## src/rtl/grayscale_pkg.sv

```systemverilog
// ---------------------------------------------------------------------------
// grayscale_pkg
//   Shared definitions for the grayscale packing custom instruction:
//   opcode encodings, FSM state encoding, the "packer full" error word,
//   the pack fill level and the luma weights used by the gray core.
// ---------------------------------------------------------------------------
package grayscale_pkg;

    // Opcode carried in valueB[1:0]
    typedef enum logic [1:0] {
        OP_PUSH   = 2'd0,
        OP_READ   = 2'd1,
        OP_CLEAR  = 2'd2,
        OP_STATUS = 2'd3
    } opcode_e;

    // Command FSM states
    typedef enum logic [1:0] {
        ST_IDLE  = 2'd0,
        ST_CONV0 = 2'd1,
        ST_CONV1 = 2'd2,
        ST_DONE  = 2'd3
    } state_e;

    // Result returned for a push into an already full pack word
    localparam logic [31:0] ERR_FULL_WORD = 32'h8000_0000;

    // Pixel count at which the 4-byte pack word is full
    localparam logic [2:0]  PACK_FULL_CNT = 3'd4;

    // Luma weights; they sum to 256 so white maps exactly to 0xFF
    localparam logic [15:0] GRAY_W_R = 16'd54;
    localparam logic [15:0] GRAY_W_G = 16'd183;
    localparam logic [15:0] GRAY_W_B = 16'd19;

endpackage

```

## src/rtl/rgb565_gray_core.sv

```systemverilog
// ---------------------------------------------------------------------------
// rgb565_gray_core
//   Purely combinational RGB565 -> 8-bit gray converter.
//   Each channel is widened to 8 bits by replicating its MSBs, then
//   gray = (54*R8 + 183*G8 + 19*B8) >> 8, computed in 16 bits.
// Ports
//   pixel : in  [15:0]  RGB565 pixel (R = [15:11], G = [10:5], B = [4:0])
//   gray  : out [7:0]   gray value
// ---------------------------------------------------------------------------
module rgb565_gray_core
    import grayscale_pkg::*;
(
    input  logic [15:0] pixel,
    output logic [7:0]  gray
);

    logic [4:0]  r5;
    logic [5:0]  g6;
    logic [4:0]  b5;
    logic [7:0]  r8;
    logic [7:0]  g8;
    logic [7:0]  b8;
    logic [15:0] sum;
    logic        unused_sum_lsb;

    assign r5 = pixel[15:11];
    assign g6 = pixel[10:5];
    assign b5 = pixel[4:0];

    // MSB replication so full-scale 5/6-bit values land on 0xFF
    assign r8 = {r5, r5[4:2]};
    assign g8 = {g6, g6[5:4]};
    assign b8 = {b5, b5[4:2]};

    // Weights sum to 256, so the maximum (65280) fits in 16 bits
    assign sum = (GRAY_W_R * {8'd0, r8})
               + (GRAY_W_G * {8'd0, g8})
               + (GRAY_W_B * {8'd0, b8});

    assign gray           = sum[15:8];
    assign unused_sum_lsb = ^sum[7:0];

endmodule

```

## src/rtl/grayscale_pack_ci.sv

```systemverilog
// ---------------------------------------------------------------------------
// grayscale_pack_ci
//   CPU custom-instruction block that converts pairs of RGB565 pixels to
//   8-bit gray and packs up to four gray bytes into one 32-bit word.
//   Commands (valueB[1:0]): push, read (returns and clears), clear, status.
//   A push time-shares a single gray core over two cycles (CONV0/CONV1).
//
// Configuration
//   GRAYSCALE_PACK_BIG_ENDIAN_EN : when defined, pixel n lands in byte 3-n;
//                                  otherwise pixel n lands in byte n.
//
// Parameters
//   customInstructionId : instruction ID this block answers to
// Ports
//   clock   : in   system clock, rising edge
//   resetn  : in   asynchronous active-low reset
//   start   : in   custom-instruction start strobe
//   iseId   : in   [7:0]  instruction ID of the current start
//   valueA  : in   [31:0] push operand, pixel0 = [15:0], pixel1 = [31:16]
//   valueB  : in   [31:0] opcode in [1:0], rest ignored
//   done    : out  one-cycle completion pulse
//   result  : out  [31:0] result word, zero whenever done is low
// ---------------------------------------------------------------------------
module grayscale_pack_ci
    import grayscale_pkg::*;
#(
    parameter logic [7:0] customInstructionId = 8'd0
) (
    input  logic        clock,
    input  logic        resetn,
    input  logic        start,
    input  logic [7:0]  iseId,
    input  logic [31:0] valueA,
    input  logic [31:0] valueB,
    output logic        done,
    output logic [31:0] result
);

    state_e      state_q, state_d;
    logic [31:0] opa_q,   opa_d;
    opcode_e     op_q,    op_d;
    logic [31:0] pack_q,  pack_d;
    logic [2:0]  cnt_q,   cnt_d;
    logic [31:0] res_q,   res_d;

    logic        accept;
    logic        full;
    opcode_e     op_in;
    logic [15:0] core_pixel;
    logic [7:0]  core_gray;
    logic        unused_valueb;

    // Write one gray byte into the pack word at arrival index idx
    function automatic logic [31:0] put_byte(input logic [31:0] word,
                                             input logic [1:0]  idx,
                                             input logic [7:0]  val);
        logic [31:0] w;
        logic [1:0]  lane;
`ifdef GRAYSCALE_PACK_BIG_ENDIAN_EN
        lane = 2'd3 - idx;
`else
        lane = idx;
`endif
        w = word;
        w[{lane, 3'b000} +: 8] = val;
        return w;
    endfunction

    assign op_in         = opcode_e'(valueB[1:0]);
    assign unused_valueb = ^valueB[31:2];
    assign full          = (cnt_q == PACK_FULL_CNT);

    // Starts outside IDLE or for another ID are dropped without effect
    assign accept = start && (iseId == customInstructionId) && (state_q == ST_IDLE);

    // Single shared core: low pixel in CONV0, high pixel in CONV1
    assign core_pixel = (state_q == ST_CONV1) ? opa_q[31:16] : opa_q[15:0];

    rgb565_gray_core u_core (
        .pixel (core_pixel),
        .gray  (core_gray)
    );

    // ---------------- FSM: state register ----------------
    always_ff @(posedge clock or negedge resetn) begin
        if (!resetn) begin
            state_q <= ST_IDLE;
        end else begin
            state_q <= state_d;
        end
    end

    // ---------------- FSM: next state ----------------
    always_comb begin
        state_d = state_q;
        case (state_q)
            ST_IDLE: begin
                if (accept) begin
                    // Only a push with room goes through the conversion steps
                    state_d = (op_in == OP_PUSH && !full) ? ST_CONV0 : ST_DONE;
                end
            end
            ST_CONV0: state_d = ST_CONV1;
            ST_CONV1: state_d = ST_DONE;
            ST_DONE:  state_d = ST_IDLE;
            default:  state_d = ST_IDLE;
        endcase
    end

    // ---------------- FSM: outputs ----------------
    always_comb begin
        done   = (state_q == ST_DONE);
        result = done ? res_q : 32'd0;
    end

    // ---------------- Datapath next values ----------------
    always_comb begin
        opa_d  = opa_q;
        op_d   = op_q;
        pack_d = pack_q;
        cnt_d  = cnt_q;
        res_d  = res_q;
        case (state_q)
            ST_IDLE: begin
                res_d = 32'd0;
                if (accept) begin
                    opa_d = valueA;
                    op_d  = op_in;
                    case (op_in)
                        OP_PUSH:   res_d = full ? ERR_FULL_WORD : 32'd0;
                        OP_READ: begin
                            // Return the word as it stands, then start fresh
                            res_d  = pack_q;
                            pack_d = 32'd0;
                            cnt_d  = 3'd0;
                        end
                        OP_CLEAR: begin
                            pack_d = 32'd0;
                            cnt_d  = 3'd0;
                        end
                        OP_STATUS: res_d = {29'd0, cnt_q};
                        default:   res_d = 32'd0;
                    endcase
                end
            end
            ST_CONV0: begin
                if (op_q == OP_PUSH) begin
                    pack_d = put_byte(pack_q, cnt_q[1:0], core_gray);
                end
            end
            ST_CONV1: begin
                // Count is bumped only once both bytes are in
                if (op_q == OP_PUSH) begin
                    pack_d = put_byte(pack_q, cnt_q[1:0] + 2'd1, core_gray);
                    cnt_d  = cnt_q + 3'd2;
                end
            end
            default: ;
        endcase
    end

    // ---------------- Datapath registers ----------------
    always_ff @(posedge clock or negedge resetn) begin
        if (!resetn) begin
            opa_q  <= 32'd0;
            op_q   <= OP_PUSH;
            pack_q <= 32'd0;
            cnt_q  <= 3'd0;
            res_q  <= 32'd0;
        end else begin
            opa_q  <= opa_d;
            op_q   <= op_d;
            pack_q <= pack_d;
            cnt_q  <= cnt_d;
            res_q  <= res_d;
        end
    end

endmodule

```

## config.mk

```make
export PLATFORM = sky130hd
export DESIGN_NAME = grayscale_pack_ci
export DESIGN_NICKNAME = d
export VERILOG_FILES = /design/src/rtl/grayscale_pkg.sv /design/src/rtl/rgb565_gray_core.sv /design/src/rtl/grayscale_pack_ci.sv
export SDC_FILE = /design/constraint.sdc
export NUM_CORES = 1
export LEC_CHECK = 0
export ABC_AREA = 1
export ABC_CLOCK_PERIOD_IN_PS = 8700
export CAP_MARGIN = 20
export CORE_MARGIN = 4
export CORE_UTILIZATION = 55
export CTS_CLUSTER_DIAMETER = 40
export DETAILED_ROUTE_END_ITERATION = 12
export DONT_BUFFER_PORTS = 1
export PLACE_DENSITY = 0.7
export SLEW_MARGIN = 20
export SYNTH_ARGS = -nofsm -noshare
export SYNTH_HDL_FRONTEND = slang
export SYNTH_HIERARCHICAL = 1
export SYNTH_SLANG_ARGS = --single-unit
export TNS_END_PERCENT = 10
```

## constraint.sdc

```tcl
create_clock -name clock -period 8.7 [get_ports clock]
set_input_delay 1.74 -clock clock [delete_from_list [all_inputs] [get_ports clock]]
set_output_delay 1.74 -clock clock [all_outputs]
set_load 0.005 [all_outputs]
```

-- Word-level counts from Yosys, hierarchy flattened
Cells that the tools add are included.
- add/subtract/negate cells: 6
- multipliers: 3
- equal/unequal tests: 11
- shift-type cells: 4
- muxes and demuxes: 19
- reduce and logical (&&, ||, !) cells: 14
- operators with widths (cell ; number):
    2-to-1 mux 32 bit ; 7
    one-hot mux 32 bit (3 select lines) ; 2
    bitwise mux 32 bit ; 2
    variable shift 8 x 7 -> 32 bit, first input constant ; 2
    indexed part select 8 x 7 -> 32 bit ; 2
    multiplier 5 x 8 -> 13 bit, first input constant ; 2
    adder 14 x 16 -> 16 bit ; 1
    adder 16 x 13 -> 16 bit ; 1
    multiplier 8 x 8 -> 16 bit, first input constant ; 1
    2-to-1 mux 16 bit ; 1
    negation 5 -> 7 bit ; 2
    2-to-1 mux 3 bit ; 3
    equality test 2 bit, second input constant ; 4
    zero test 8 bit ; 1
    one-hot mux 2 bit (4 select lines) ; 1
    zero test 2 bit ; 3
    != test 2 bit, second input constant ; 3
    one-hot mux 3 bit (2 select lines) ; 1
    AND reduction 5 bit ; 1
    equality test 2 x 1 -> 1 bit, second input constant ; 2
    2-to-1 mux 2 bit ; 2
    AND reduction 4 bit ; 1
    adder 3 x 2 -> 3 bit, second input constant ; 1
    equality test 3 bit, second input constant ; 1
    8 further kinds ; 10
- register bits: 103
- input port bits: 75
- output and inout port bits: 33
- word-level logic and storage cells: 63

-- Logic depth before layout (Yosys ltp)
- depth after elaboration: 9
- gate-level depth with buffers: 39

-- Hierarchy
Netlist, hierarchy kept.
- by module, submodules not included (module ; times used ; cells an instance ; area an instance (um^2) ; seq. area each (um^2)):
    grayscale_pack_ci ; 1 ; 698 ; 5148.7 ; 2552.4
    rgb565_gray_core ; 1 ; 472 ; 3585.9 ; 0.0

-- Worst setup path after synthesis
No wires, ideal clock.
- kind: register -> register
- start: register state_q[0]
- end: register pack_q[8]
- setup time: 0.083 ns
- arrival time: 6.015 ns
- required time: 8.617 ns
- setup slack: 2.602 ns
- stages on the path, launching flop included: 30
- buffers on the path: 3
- path through: dfrtp_1 > inv_1 > ha_1 > buf_2 > clkbuf_1 > clkbuf_1 > nand2_1 > o21ai_0 > fa_1 > inv_1 > fa_1 > inv_1 > fa_1 > fa_1 > fa_1 > inv_1 > fa_1 > inv_1 > ha_1 > nand2_1 > inv_1 > nand2_1 > nand3_1 > a21oi_1 > xnor2_1 > nand2_1 > a21o_1 > nand2_1 > nand2_1 > o21ai_0
- longest elaborated chain between the ends: 9
- elaborated cells between the ends (all ways): 23
- RTL lines (item ; line ; source):
    from (decl) ; grayscale_pack_ci.sv:39 ; state_e state_q, state_d;
    from (signal assigned) ; grayscale_pack_ci.sv:89 ; state_q <= state_d;
    equality test 2 bit * ; grayscale_pack_ci.sv:77 ; assign core_pixel = (state_q == ST_CONV1) ? opa_q[31:16] : opa_q[15:0];
    2-to-1 mux 16 bit * ; grayscale_pack_ci.sv:77 ;
    net core_pixel[9] ; grayscale_pack_ci.sv:49 ; logic [15:0] core_pixel;
    multiplier 8 x 8 -> 16 bit * ; rgb565_gray_core.sv:37 ; + (GRAY_W_G * {8'd0, g8})
    adder 14 x 16 -> 16 bit * ; rgb565_gray_core.sv:37 ;
    adder 16 x 13 -> 16 bit * ; rgb565_gray_core.sv:38 ; + (GRAY_W_B * {8'd0, b8});
    net core_gray[0] ; grayscale_pack_ci.sv:50 ; logic [7:0] core_gray;
    indexed part select 8 x 7 -> 32 bit ; grayscale_pack_ci.sv:65 ; w[{lane, 3'b000} +: 8] = val;
    bitwise mux 32 bit ; grayscale_pack_ci.sv:65 ;
    2-to-1 mux 32 bit, on equally long branches ; grayscale_pack_ci.sv:153, grayscale_pack_ci.sv:147 ;
    one-hot mux 32 bit (3 select lines) * ; grayscale_pack_ci.sv:123 ; case (state_q)
    to (signal assigned) ; grayscale_pack_ci.sv:173 ; pack_q <= pack_d;
    to (decl) ; grayscale_pack_ci.sv:42 ; logic [31:0] pack_q, pack_d;
The timed path passes the listed nets; every way through them passes the cells marked *. The select of a mux whose other input is x is not followed.
A chain may end at the register's enable or synchronous reset.

-- Worst setup path after layout
- start: register state_q[0]
- end: register pack_q[11]
Same word-level chain as after synthesis.

==> flow_metrics.py <==
metrics = {
    "placement": {
        "dp.cells": 1346,
        "routabilityCongestion": 0.880,
        "io_buffers": 0,
        "placed_cell_area_um2": 8870,
        "place_hpwl_um": 14900,
    },
    "detailed_routing": {
        "drt_iter0_drc": 571,
        "route.detailed.drc": 0,
        "via_per_inst": 5.06,
        "drt-pass1-iter-count": 8,
        "routed_wl_um": 19300,
        "ant_nets": 0,
        "vias": 6898,
        "avgRoutedWirePerCell_um": 14.2,
    },
    "worst_hold_path": {
        "worstHoldPathType": "flop to flop",
    },
    "sta": {
        "rsz0062_at_grt": "false",
        "timing.final.max_slew_violations": 0,
        "setup-violations-final": 0,
        "post-route-period-util_pct": 80.9,
        "worst_clock_skew_ns": 0.0174,
        "relSlewSlack_pct": 32.9,
        "fin_crit_ns": 7.04,
        "hold_violations": 0,
        "max_freq_ghz": 0.142,
        "worstMarginPinSlew_ns": 0.996,
        "tns_ns": 0,
    },
    "floorplanning": {
        "rows": 45,
        "boundaryPins": 108,
        "die_x_um": 134,
        "dieHeight_um": 134,
        "core_um2": 15400,
        "start_util_pct": 56.8,
        "die_area_um2": 18000,
    },
    "clocking": {
        "ctsResizeCount": 0,
        "cts.sink_count": 102,
        "cts_tree": "built",
        "postCtsHoldBufs": 0,
        "cts_buffers": 9,
        "worstSkewPairLatency_ns": 0.36,
        "path_clk_slew_ns": 0.08,
        "cts_root_buf": "clkbuf_16",
        "cts_setup_buffers": 0,
        "ctsHtreeMaxLevel": 3,
        "cts_buffer_depth": 2,
    },
    "critical_path": {
        "startpoint_type": "flop",
        "arrival_ns": 7.31,
        "crit_required_ns": 8.96,
        "crit_path_end_kind": "flop",
        "critPathKind": "flop to flop",
        "critPathMaxFanout": 23,
    },
    "synthesis": {
        "ys_ff_latch": 102,
        "syn-num-nets": 1390,
        "synth_largest_area_cell": "dfrtp_1",
        "async_flop_share_pct": 100,
        "ys_warn_count": 6,
        "synth_seq_area_share_pct": 29.2,
        "syn_inst": 1170,
        "synth_flop_cell": "dfrtp_1",
        "netlist_area_um2": 8730,
        "synth_edf_count": 0,
        "synth_cell_type_count": 33,
        "synth_top_area_share_pct": 29.2,
        "ys_top_cells_by_area": "dfrtp_1 29%, nand2_1 17%, fa_1 14%",
        "postSynthAreaPerCell_um2": 7.47,
    },
    "finish": {
        "drive_above_1_share_pct": 3.04,
        "final_core_util_pct": 59.6,
        "post_layout_nonfiller_instances": 1363,
        "nNetsFinal": 1367,
        "syn_to_final_growth_pct": 4.88,
        "design_area_um2": 9160,
        "antenna_cells": 0,
    },
    "grt": {
        "antenna_found_initial": 0,
        "grt_pass1_wl_um": 32600,
        "grt.total_usage_pct": 22.4,
        "grt_max_degree": 103,
        "grt_pass1_vias": 6432,
        "overflow": 0,
    },
    "run_status": {
        "outcome": "finished, final reports clean",
    },
    "job": {
        "max_cap_viol_count": 0,
    },
}
## path summary, 6_finish.rpt
check / from / end / slack, ns / depth (start not counted)
max: state_q[0] / pack_q[11] / 1.66 / 26
min: opa_q[17] / opa_q[17] / 0.47 / 2
max reg2reg: state_q[0] / pack_q[11] / 1.66 / 26
min reg2reg: opa_q[17] / opa_q[17] / 0.47 / 2
max in group asynchronous: resetn / pack_q[19] / 7.48 / 0
min in group asynchronous: resetn / opa_q[29] / 1.07 / 0
## worst max-delay path: stages (launching register included)
cell,delay (ns)
dfrtp_1,0.40
inv_1,0.10
ha_1,0.47
buf_4,0.35
o21ai_0,0.81
ha_1,0.33
inv_1,0.07
fa_1,0.48
inv_1,0.07
fa_1,0.55
fa_1,0.46
fa_1,0.50
inv_1,0.05
fa_1,0.48
inv_1,0.04
ha_1,0.35
nand2_1,0.11
nor2_1,0.22
o21ai_0,0.18
nand3_1,0.10
nand2_1,0.05
nand2_1,0.19
nand2_1,0.14
a21o_1,0.18
nand2_1,0.05
nand2_1,0.05
o21ai_0,0.17
## area by class of cell
cell class,instances,area (µm²)
tap,211,264
sequential,102,2550
fill,1436,6210
clock inverter,5,41.3
timing repair buffer,8,67.6
multi-input combinational,802,5160
inverter,224,841
clock buffer,11,233
## per-layer routing
| metal | vias up | share of wire (%) | track usage, % |
|---|---|---|---|
| li1 | 3528 | - | - |
| met1 | 3161 | 50 | 34.6 |
| met2 | 196 | 43 | 32.9 |
| met3 | 13 | 5.6 | 3.45 |
| met4 | 0 | 1.3 | 6.11 |
| met5 | - | 0 | 0 |
## Yosys cell counts, drive strengths merged, types with 8 or more instances
cell	n
dfrtp	102
clkbuf	24
nand2	407
buf	18
fa	60
nor2	33
inv	223
nand3	72
ha	85
o22ai	8
o21ai	79
a21oi	16
a21o	8
## cells in the final DEF (no fill, tap or decap), types with 9 or more instances in the layout
| cell type | count |
|---|---|
| nand2_1 | 406 |
| inv_1 | 220 |
| dfrtp_1 | 102 |
| ha_1 | 84 |
| nand3_1 | 70 |
| o21ai_0 | 68 |
| fa_1 | 60 |
| nor2_1 | 33 |
| a21oi_1 | 16 |
| o21ai_1 | 10 |
| clkbuf_16 | 9 |
## cell families after synthesis
logic type                 synth area share (%)
xor gates and xnor gates                   1.10
buffers and inverters                      11.7
DFF                                        29.2
adders and majority gates                  25.9
and+or+nand+nor                            24.7
AOI/OAI and AO/OA                          7.31
## state kept, by name (all words and copies together), names as in the netlist
signal / flops
opa_q: 32
pack_q: 32
res_q: 32
cnt_q: 2
op_q: 2
state_q: 2
## per-stage QoR
stage	hold WS, ns	setup slack, ns
2_1_floorplan	0.442	2.60
3_3_place_gp	0.456	1.79
3_5_place_dp	0.463	1.74
4_1_cts	0.479	1.69
5_1_grt	0.490	1.22
6_report	0.474	1.66
Power is not shown: default switching activity piles up to over one toggle a cycle in this logic, so the estimate is an artifact.
